===== config.mk =====
export PLATFORM = sky130hd
export DESIGN_NAME = pa_rsp_slave
export DESIGN_NICKNAME = d
export VERILOG_FILES = /design/src/rtl/pa_rsp_slave.sv
export SDC_FILE = /design/constraint.sdc
export NUM_CORES = 1
export LEC_CHECK = 0
export CAP_MARGIN = 25
export CORE_AREA = 2 2 132 134
export CTS_BUF_LIST = sky130_fd_sc_hd__clkbuf_2 sky130_fd_sc_hd__clkbuf_4 sky130_fd_sc_hd__clkbuf_8
export DETAILED_ROUTE_END_ITERATION = 8
export DIE_AREA = 0 0 134 136
export GPL_TIMING_DRIVEN = 0
export PLACE_DENSITY = 0.75
export SLEW_MARGIN = 20
export SYNTH_ARGS = -nofsm -noshare
export SYNTH_HDL_FRONTEND = slang
export SYNTH_SLANG_ARGS = --single-unit

===== constraint.sdc =====
create_clock -name CLK -period 5.02 [get_ports CLK]
set_input_delay 1.255 -clock CLK [delete_from_list [all_inputs] [get_ports CLK]]
set_output_delay 1.255 -clock CLK [all_outputs]
set_load 0.1 [all_outputs]

===== src/rtl/pa_rsp_slave.sv =====
// In-order request/response slave: buffers PA requests, answers each with (PA ^ KEY) once it has aged LAT cycles.
// Optional macro PA_RSP_SLAVE_ERR_EN adds PERR, flagging unaligned head addresses (PD forced to 0).
module pa_rsp_slave #(
  parameter int              PW    = 32,
  parameter int              DW    = 32,
  parameter int              DEPTH = 4,
  parameter int              LAT   = 2,
  parameter logic [PW-1:0]   KEY   = '0
) (
  input  logic          CLK,
  input  logic          RSTN,
  input  logic [PW-1:0] PA,
  input  logic          QVALID,
  output logic          QREADY,
  output logic          PVALID,
  input  logic          PREADY,
  output logic [DW-1:0] PD
`ifdef PA_RSP_SLAVE_ERR_EN
  ,
  output logic          PERR
`endif
);

  localparam int AW = (DEPTH > 1) ? $clog2(DEPTH) : 1;
  localparam logic [3:0]  LAT4   = 4'(LAT);
  localparam logic [AW:0] DEPTHC = (AW+1)'(DEPTH);

  typedef enum logic [1:0] {ST_IDLE, ST_WAIT, ST_RESP} state_t;

  state_t          state_q, state_d;
  logic [AW:0]     cnt_q, cnt_d;
  logic [AW-1:0]   wr_ptr_q, wr_ptr_d;
  logic [AW-1:0]   rd_ptr_q, rd_ptr_d;
  logic [PW-1:0]   mem_q [DEPTH];
  logic [PW-1:0]   mem_d [DEPTH];
  logic [3:0]      age_q [DEPTH];
  logic [3:0]      age_d [DEPTH];
  logic            qready_q, qready_d;
  logic            pvalid_q, pvalid_d;
  logic [DW-1:0]   pd_q, pd_d;
  logic            perr_q, perr_d;

  logic            push, pop;
  logic            head_ready_d;
  logic [PW-1:0]   head_pa_d;
  logic [PW-1:0]   head_key_d;

  // Anything other than a clean 1 on the handshakes counts as idle.
  assign push = (QVALID === 1'b1) && qready_q;
  assign pop  = (PREADY === 1'b1) && pvalid_q;

  always_comb begin
    mem_d    = mem_q;
    age_d    = age_q;
    wr_ptr_d = wr_ptr_q;
    rd_ptr_d = rd_ptr_q;
    cnt_d    = cnt_q;
    for (int i = 0; i < DEPTH; i++) begin
      if (age_q[i] < LAT4) age_d[i] = age_q[i] + 4'd1;
    end
    if (push) begin
      mem_d[wr_ptr_q] = PA;
      age_d[wr_ptr_q] = '0;
      wr_ptr_d        = wr_ptr_q + AW'(1);
    end
    if (pop) rd_ptr_d = rd_ptr_q + AW'(1);
    unique case ({push, pop})
      2'b10:   cnt_d = cnt_q + (AW+1)'(1);
      2'b01:   cnt_d = cnt_q - (AW+1)'(1);
      default: cnt_d = cnt_q;
    endcase
  end

  assign head_ready_d = (age_d[rd_ptr_d] == LAT4);
  assign head_pa_d    = mem_d[rd_ptr_d];
  assign head_key_d   = head_pa_d ^ KEY;

  always_comb begin
    state_d = state_q;
    unique case (state_q)
      ST_IDLE: if (push) state_d = ST_WAIT;
      ST_WAIT: if (head_ready_d) state_d = ST_RESP;
      ST_RESP: begin
        if (pop) begin
          if (cnt_d == '0)       state_d = ST_IDLE;
          else if (head_ready_d) state_d = ST_RESP;
          else                   state_d = ST_WAIT;
        end
      end
      default: state_d = ST_IDLE;
    endcase
  end

  always_comb begin
    qready_d = (cnt_d < DEPTHC);
    pvalid_d = (state_d == ST_RESP);
    perr_d   = 1'b0;
    pd_d     = '0;
    if (pvalid_d) begin
`ifdef PA_RSP_SLAVE_ERR_EN
      perr_d = (head_pa_d[1:0] != 2'b00);
`endif
      pd_d = perr_d ? '0 : DW'(head_key_d);
    end
  end

  always_ff @(posedge CLK or negedge RSTN) begin
    if (!RSTN) begin
      state_q  <= ST_IDLE;
      cnt_q    <= '0;
      wr_ptr_q <= '0;
      rd_ptr_q <= '0;
      qready_q <= 1'b0;
      pvalid_q <= 1'b0;
      pd_q     <= '0;
      perr_q   <= 1'b0;
      for (int i = 0; i < DEPTH; i++) age_q[i] <= '0;
    end else begin
      state_q  <= state_d;
      cnt_q    <= cnt_d;
      wr_ptr_q <= wr_ptr_d;
      rd_ptr_q <= rd_ptr_d;
      qready_q <= qready_d;
      pvalid_q <= pvalid_d;
      pd_q     <= pd_d;
      perr_q   <= perr_d;
      for (int i = 0; i < DEPTH; i++) age_q[i] <= age_d[i];
    end
  end

  // Payload storage needs no reset; occupancy and ages gate every use of it.
  always_ff @(posedge CLK) begin
    for (int i = 0; i < DEPTH; i++) mem_q[i] <= mem_d[i];
  end

  assign QREADY = qready_q;
  assign PVALID = pvalid_q;
  assign PD     = pd_q;
`ifdef PA_RSP_SLAVE_ERR_EN
  assign PERR   = perr_q;
`else
  logic unused_perr;
  assign unused_perr = perr_q;
`endif

endmodule


==> out/metrics.csv, run 1 <==
stage,metric,value,unit
floorplanning,fp-row-count,48,
setup_path,timing.critical_path.fanout_max,10,
synthesis,synth_edf_count,0,
sta,final-max-slew-violation-count,0,
sta,clock-skew-final,7.113,ps
synthesis,post-synth-top-count-cell,nand2_1,
synthesis,synth_sequential_area_ratio,54.43,%
power,vdd_ir_drop_max,0.0004308,V
place,place_inst,1078,
detailed_routing,detailedRoute.firstIterationViolations,356,
synthesis,synth_largest_type_area_fraction,34.53,%
setup_path,critical_path.endpoint_type,flip-flop,
sta,final_number_of_setup_violating_endpoints,0,
place,detailed_place_hpwl,10760,microns
sta,endpoints_failing_hold,0,
place,portBuffers,68,
cts,clock_tree_from_tritoncts,yes,
synthesis,synth_top_flop_cell,dfxtp_1,
setup_path,timing.critical_path.required,5370,ps
cells_and_area,fillerInstances,1481,
synthesis,yosys_warnings,0,
global_route,grt.total_usage,18.85,%
job,timing.max_cap.violations,0,
cells_and_area,insertedDiodeCount,0,
detailed_routing,post-route-drc-count,0,
synthesis,syn-cell-area,0.007421,sq mm
synthesis,yosys.cell_types.count,40,
sta,relSlewSlack,34.33,%
synthesis,ys_ff_latch,187,
floorplanning,ioPinCount,70,
cts,max-clock-path-buffers,2,
sta,fin_crit_sh,79.37,%
status,outcome,"complete, no violations",
min_path,timing.hold.worst.class,flip-flop to flip-flop,
cts,clkSinkCount,187,
cts,clkSlewWorstSetupHoldPaths,90,ps
cells_and_area,area_grow_syn2layout,18.68,%
detailed_routing,num_vias,5378,
global_route,first_pass_grt_wire_length,26810,microns
setup_path,path_class,input port to flip-flop,
sta,hold_slack,448.0,ps
cts,post-cts-setup-buffers,0,
synthesis,synth.top_cells.by_area,"dfxtp_1, dfrtp_1, nand2_1, mux4_2, nor2b_2",
sta,totalNegativeSetupSlack,0,ps
synthesis,post_synth_inst_count,784,
cts,htreeDepth,4,
power,power.density_cell_area,788.7,mW/mm^2
detailed_routing,postRouteAntennaNets,0,
synthesis,post_synth.cell_area_avg,9.465,sq um
synthesis,synth.cells.most_frequent,"nand2_1, dfxtp_1, dfrtp_1, mux4_2",
floorplanning,fp.dieH,136,microns
synthesis,synth.net_count,830,
detailed_routing,wl,16160,microns
global_route,grt_antenna_before_repair,0,
place,setup_slack_after_placement,569.1,ps
floorplanning,die_w,134,microns
floorplanning,initial_utilization,43.97,%
cts,post_cts_resized,0,
sta,tightest_slew,981.9,ps
synthesis,synth_area_leader_cell,dfxtp_1,
cts,clk-insertion-delay-late,460,ps
detailed_routing,wire_per_inst,14.55,microns
detailed_routing,dr.pass1.iters,5,
cts,cts_hold_buf,0,
setup_path,startpoint_type,input port,
sta,grt_setup_unrepaired,no,
cells_and_area,post_layout_nonfiller_instances,1110,
floorplanning,floorplan.core_area,0.01688,sq mm
power,power.static_leakage,0.004091,uW
synthesis,synthArstFlopShare,31.55,%
place,detailed_place.area,0.008408,sq mm
sta,top_achievable_clock_speed,0.2510,GHz
detailed_routing,detail_route.vias_per_cell,4.845,
sta,finalWorstPathRequiredPeriod,3984,ps
global_route,leftover_overflow_at_the_end_of_global_routing,0,
global_route,via_count_of_the_first_global_routing_pass,5442,
cells_and_area,final_design_area_no_fill,0.008807,sq mm
floorplanning,dieArea,0.01822,sq mm
sta,worst_slack,1036,ps
cells_and_area,layout-drive-gt1-share,13.33,%
cells_and_area,final_net_count,918,
global_route,grt_max_degree,53,
place,gp_routability_congestion,0.8213,
cts,clock-root-buffer,clkbuf_8,
setup_path,cp.arrival,4340,ps
cts,numCtsBuffers,17,
[state kept, by name, summed over array words and instances, names as in the netlist]
signal,flops
PD,32
PVALID,1
QREADY,1
age_q,16
cnt_q,3
mem_q,128
rd_ptr_q,2
state_q,2
wr_ptr_q,2
[final cells by class]
type | instances | area, sq um | area share (%)
Sequential cell | 187 | 4039 | 45.86
Multi-Input combinational cell | 550 | 3152 | 35.79
Timing Repair Buffer | 69 | 705.7 | 8.013
Tap cell | 225 | 281.5 | 3.196
Clock buffer | 19 | 261.5 | 2.969
Buffer | 39 | 200.2 | 2.273
Clock inverter | 13 | 137.6 | 1.563
Inverter | 8 | 30.03 | 0.3410
[cell usage in the layout (no fill, tap or decap), types with 4 or more instances in the layout]
cell type and n:
buf_6 4, clkbuf_1 26, nor2b_1 5, ha_1 9, nor2b_2 28, xnor2_1 8, nor3_1 5, dfrtp_1 59
clkbuf_8 19, nand2b_1 6, clkinv_2 4, buf_2 4, a21oi_1 7, nand3_1 4, and3_1 4, buf_4 6
nand2_1 386, inv_1 5, clkdlybuf4s50_1 67, dfxtp_1 128, mux4_2 33, and2_1 4, nor2_1 28
[worst max-delay path, stage by stage]
cell,delay [ps]
clkdlybuf4s50_1,510
nand2_1,90
inv_2,90
ha_1,200
fa_1,420
mux2_2,280
nor4_1,410
o21ai_0,190
a21oi_2,540
buf_6,270
nor2b_2,70
[per-stage QoR]
stage | total power, uW | util [%]
floorplan | 5160 | -
global placement | 5886 | 49.67
detailed placement | 5977 | 49.82
CTS | 6993 | 52.19
global route | 7407 | 52.19
finish | 6946 | 52.19
[power breakdown]
group | internal, uW | switching (uW)
logic | 1330 | 2200
registers | 2170 | 234
clock network | 470 | 534
total | 3980 | 2970
[kinds of logic after synthesis]
group / Yosys count / share of synthesized area (%)
mux: 36 / 10.47
flops: 187 / 54.43
simple gates: 475 / 26.96
buf+inv: 47 / 3.102
compound gates: 17 / 1.635
fa+ha+maj: 10 / 1.787
xor+xnor: 12 / 1.619
[routing by layer]
layer	vias up	part of all wire, %	global-route usage, %
met3	18	5.5	3.990
met1	2544	44	24.48
met4	0	1.3	6.147
met5	-	0	0
li1	2680	-	-
met2	136	50	31.62
[final timing paths]
check / end / start / cells after the start / slack (ps)
worst max-delay path: PD[21]$_DFF_PN0_ / PREADY / 11 / 1040
worst min-delay path: mem_q[78]$_DFF_P_ / mem_q[78]$_DFF_P_ / 2 / 450
worst max register to register: PD[21]$_DFF_PN0_ / QREADY$_DFF_PN0_ / 10 / 1840
worst min register to register: mem_q[78]$_DFF_P_ / mem_q[78]$_DFF_P_ / 2 / 450
max in group asynchronous: PD[17]$_DFF_PN0_ / RSTN / 2 / 3930
min in group asynchronous: PD[26]$_DFF_PN0_ / RSTN / 1 / 600
No activity file was read; power rests on OpenSTA's default activity.
==> run 2, diff against run 1 <==
--- a/config.mk
+++ b/config.mk
@@ -11,7 +11,7 @@
 export DETAILED_ROUTE_END_ITERATION = 8
 export DIE_AREA = 0 0 134 136
 export GPL_TIMING_DRIVEN = 0
-export PLACE_DENSITY = 0.75
+export PLACE_DENSITY = 0.78
 export SLEW_MARGIN = 20
 export SYNTH_ARGS = -nofsm -noshare
 export SYNTH_HDL_FRONTEND = slang
==> constraint.sdc (replaced) <==
create_clock -name CLK -period 3.6 [get_ports CLK]
set_input_delay 0.9 -clock CLK [delete_from_list [all_inputs] [get_ports CLK]]
set_output_delay 0.9 -clock CLK [all_outputs]
set_load 0.1 [all_outputs]
==> run 2 against run 1 <==
Die area unchanged; clock power increased by 62%; worst setup slack got worse by 810 ps; critical path depth unchanged; combinational power increased by 40%; global-route usage increased by 0.16 points; first-iteration DRC count increased by 3.9%; via count increased by 0.61%; non-clock buffer count unchanged; flip-flop and latch count unchanged; sequential power increased by 40%; largest power group unchanged.
==> out/metrics.csv, run 2 (synthesis gave the netlist of run 1 again) <==
stage,metric,value,unit
cells_and_area,final_net_count,918,
power,share_clk_of_total_power,16.3,%
power,switchingPower,4142,uW
setup_path,timing.critical_path.required,3950,ps
cts,post-cts-setup-buffers,0,
global_route,via_count_of_the_first_global_routing_pass,5455,
cts,clkSlewWorstSetupHoldPaths,90,ps
place,detailed_place_hpwl,10820,microns
cts,clock-root-buffer,clkbuf_8,
cts,clk-insertion-delay-late,470,ps
detailed_routing,wl,16100,microns
floorplanning,fp-row-count,48,
sta,clock-skew-final,10.47,ps
sta,grt_setup_unrepaired,no,
power,power.static_leakage,0.004125,uW
global_route,grt.total_usage,19.02,%
power,share_seq_of_total_power,33.9,%
sta,finalWorstPathRequiredPeriod,3370,ps
cts,clock_tree_from_tritoncts,yes,
place,portBuffers,68,
cells_and_area,largest_register,mem_q,
cells_and_area,insertedDiodeCount,0,
cells_and_area,layout-drive-gt1-share,13.45,%
power,internal-power,5793,uW
sta,fin_crit_sh,93.61,%
cells_and_area,final_core_util,52.65,%
setup_path,path_delay_family,buffers and inverters,
detailed_routing,num_vias,5411,
sta,endpoints_failing_hold,0,
detailed_routing,post-route-drc-count,0,
cells_and_area,post_layout_nonfiller_instances,1110,
setup_path,cp.arrival,3720,ps
detailed_routing,detail_route.vias_per_cell,4.875,
setup_path,timing.critical_path.slowest_stage_cell,clkdlybuf4s50_1,
floorplanning,fp.dieH,136,microns
global_route,grt_max_degree,39,
cells_and_area,largest_register_ffs,128,
setup_path,max_stage_delay,520,ps
floorplanning,die_w,134,microns
setup_path,buffers_plus_inverters_on_the_worst_setup_path,3,
power,netSwitchingFraction,41.69,%
floorplanning,dieArea,0.01822,sq mm
setup_path,critical_path.endpoint_type,flip-flop,
job,timing.max_cap.violations,0,
floorplanning,ioPinCount,70,
sta,final_number_of_setup_violating_endpoints,0,
min_path,timing.hold.worst.class,input port to asynchronous set/reset pin,
floorplanning,initial_utilization,43.97,%
cells_and_area,layout_commonest_cell,nand2_1,
place,place_inst,1078,
power,power.density_cell_area,1118,mW/mm^2
global_route,first_pass_grt_wire_length,26870,microns
cells_and_area,fillerInstances,1482,
detailed_routing,postRouteAntennaNets,0,
cts,clkSinkCount,187,
place,gp_routability_congestion,0.7813,
floorplanning,floorplan.core_area,0.01688,sq mm
cells_and_area,area_grow_syn2layout,19.74,%
cells_and_area,layout.cells.most_common_list,"nand2_1, dfxtp_1, clkdlybuf4s50_1",
sta,final-max-slew-violation-count,0,
global_route,grt_antenna_before_repair,0,
sta,relSlewSlack,34.87,%
sta,tightest_slew,973.9,ps
sta,top_achievable_clock_speed,0.2968,GHz
setup_path,crit_chain,"clkdlybuf4s50_1, nand2_1, inv_2, ha_1, fa_1, mux2_2, nor4_2, o21ai_0, a21oi_4, buf_6, nor2b_2",
detailed_routing,detailedRoute.firstIterationViolations,370,
cts,numCtsBuffers,17,
cts,htreeDepth,4,
detailed_routing,dr.pass1.iters,5,
detailed_routing,wire_per_inst,14.50,microns
global_route,leftover_overflow_at_the_end_of_global_routing,0,
status,outcome,"complete, no violations",
setup_path,startpoint_type,input port,
setup_path,timing.critical_path.fanout_max,10,
setup_path,path_class,input port to flip-flop,
power,vdd_ir_drop_max,0.0007326,V
cts,max-clock-path-buffers,2,
power,pwr-share-comb,49.8,%
==> run 2: what timing repair did <==
| item | 4_1_cts | 5_1_grt |
|---|---|---|
| hold endpoints to repair | 0 | 0 |
| hold buffers | 0 | 0 |
| resized for setup | 0 | 2 |
| endpoints found under the setup margin | 0 | 30 |
==> run 2: area by class of cell <==
type / count / area, sq um / share of cell area, %
Buffer: 39 / 200.2 / 2.253
Clock buffer: 22 / 284.0 / 3.196
Clock inverter: 10 / 187.7 / 2.112
Inverter: 8 / 30.03 / 0.3379
Multi-Input combinational cell: 550 / 3166 / 35.62
Sequential cell: 187 / 4039 / 45.45
Tap cell: 225 / 281.5 / 3.168
Timing Repair Buffer: 69 / 698.2 / 7.857
==> run 2: power groups by stage <==
stage          Sequential [uW]  Clock [uW]  Combinational [uW]
3_3_place_gp              3370           0                4840
2_1_floorplan             4560           0                2630
6_report                  3370        1620                4950
5_1_grt                   3450        1720                5370
3_5_place_dp              3410           0                4930
4_1_cts                   3370        1640                4960
==> run 2: metrics by stage <==
stage	cell area, sq um	worst slack (ps)	total power (uW)	hold WS [ps]	setup TNS, ps
detailed placement	8401	-457.4	8332	428.9	-14370
global route	8886	93.59	10540	317.9	0
floorplan	7421	260.9	7196	413.6	0
CTS	8872	23.57	9966	314.8	0
global placement	8383	-449.7	8207	422.4	-38620
finish	8886	230.2	9935	314.0	0
==> run 2: worst paths after layout <==
kind | start | slack (ps) | depth (start not counted) | to
setup reg to reg | QREADY$_DFF_PN0_ | 700 | 10 | PD[18]$_DFF_PN0_
hold / removal | RSTN | 310 | 1 | PD[2]$_DFF_PN0_
setup / recovery | PREADY | 230 | 11 | PD[18]$_DFF_PN0_
hold reg to reg | mem_q[57]$_DFF_P_ | 450 | 2 | mem_q[57]$_DFF_P_
max in group asynchronous | RSTN | 2770 | 2 | PD[26]$_DFF_PN0_
min in group CLK | mem_q[57]$_DFF_P_ | 450 | 2 | mem_q[57]$_DFF_P_
==> run 2: layer usage <==
metal	up-vias	GRT usage (%)	wire length, microns
li1	2677	-	-
met1	2576	23.99	7209
met5	-	0	0
met2	141	32.42	7896
met3	17	4.288	782
met4	0	6.442	212
==> run 3, diff against run 2 <==
--- a/config.mk
+++ b/config.mk
@@ -12,7 +12,7 @@
 export DIE_AREA = 0 0 134 136
 export GPL_TIMING_DRIVEN = 0
 export PLACE_DENSITY = 0.78
-export SLEW_MARGIN = 20
+export SLEW_MARGIN = 15
 export SYNTH_ARGS = -nofsm -noshare
 export SYNTH_HDL_FRONTEND = slang
 export SYNTH_SLANG_ARGS = --single-unit
==> results of run 3 <==
The final DEF is identical to that of run 2; final timing and power are the same.
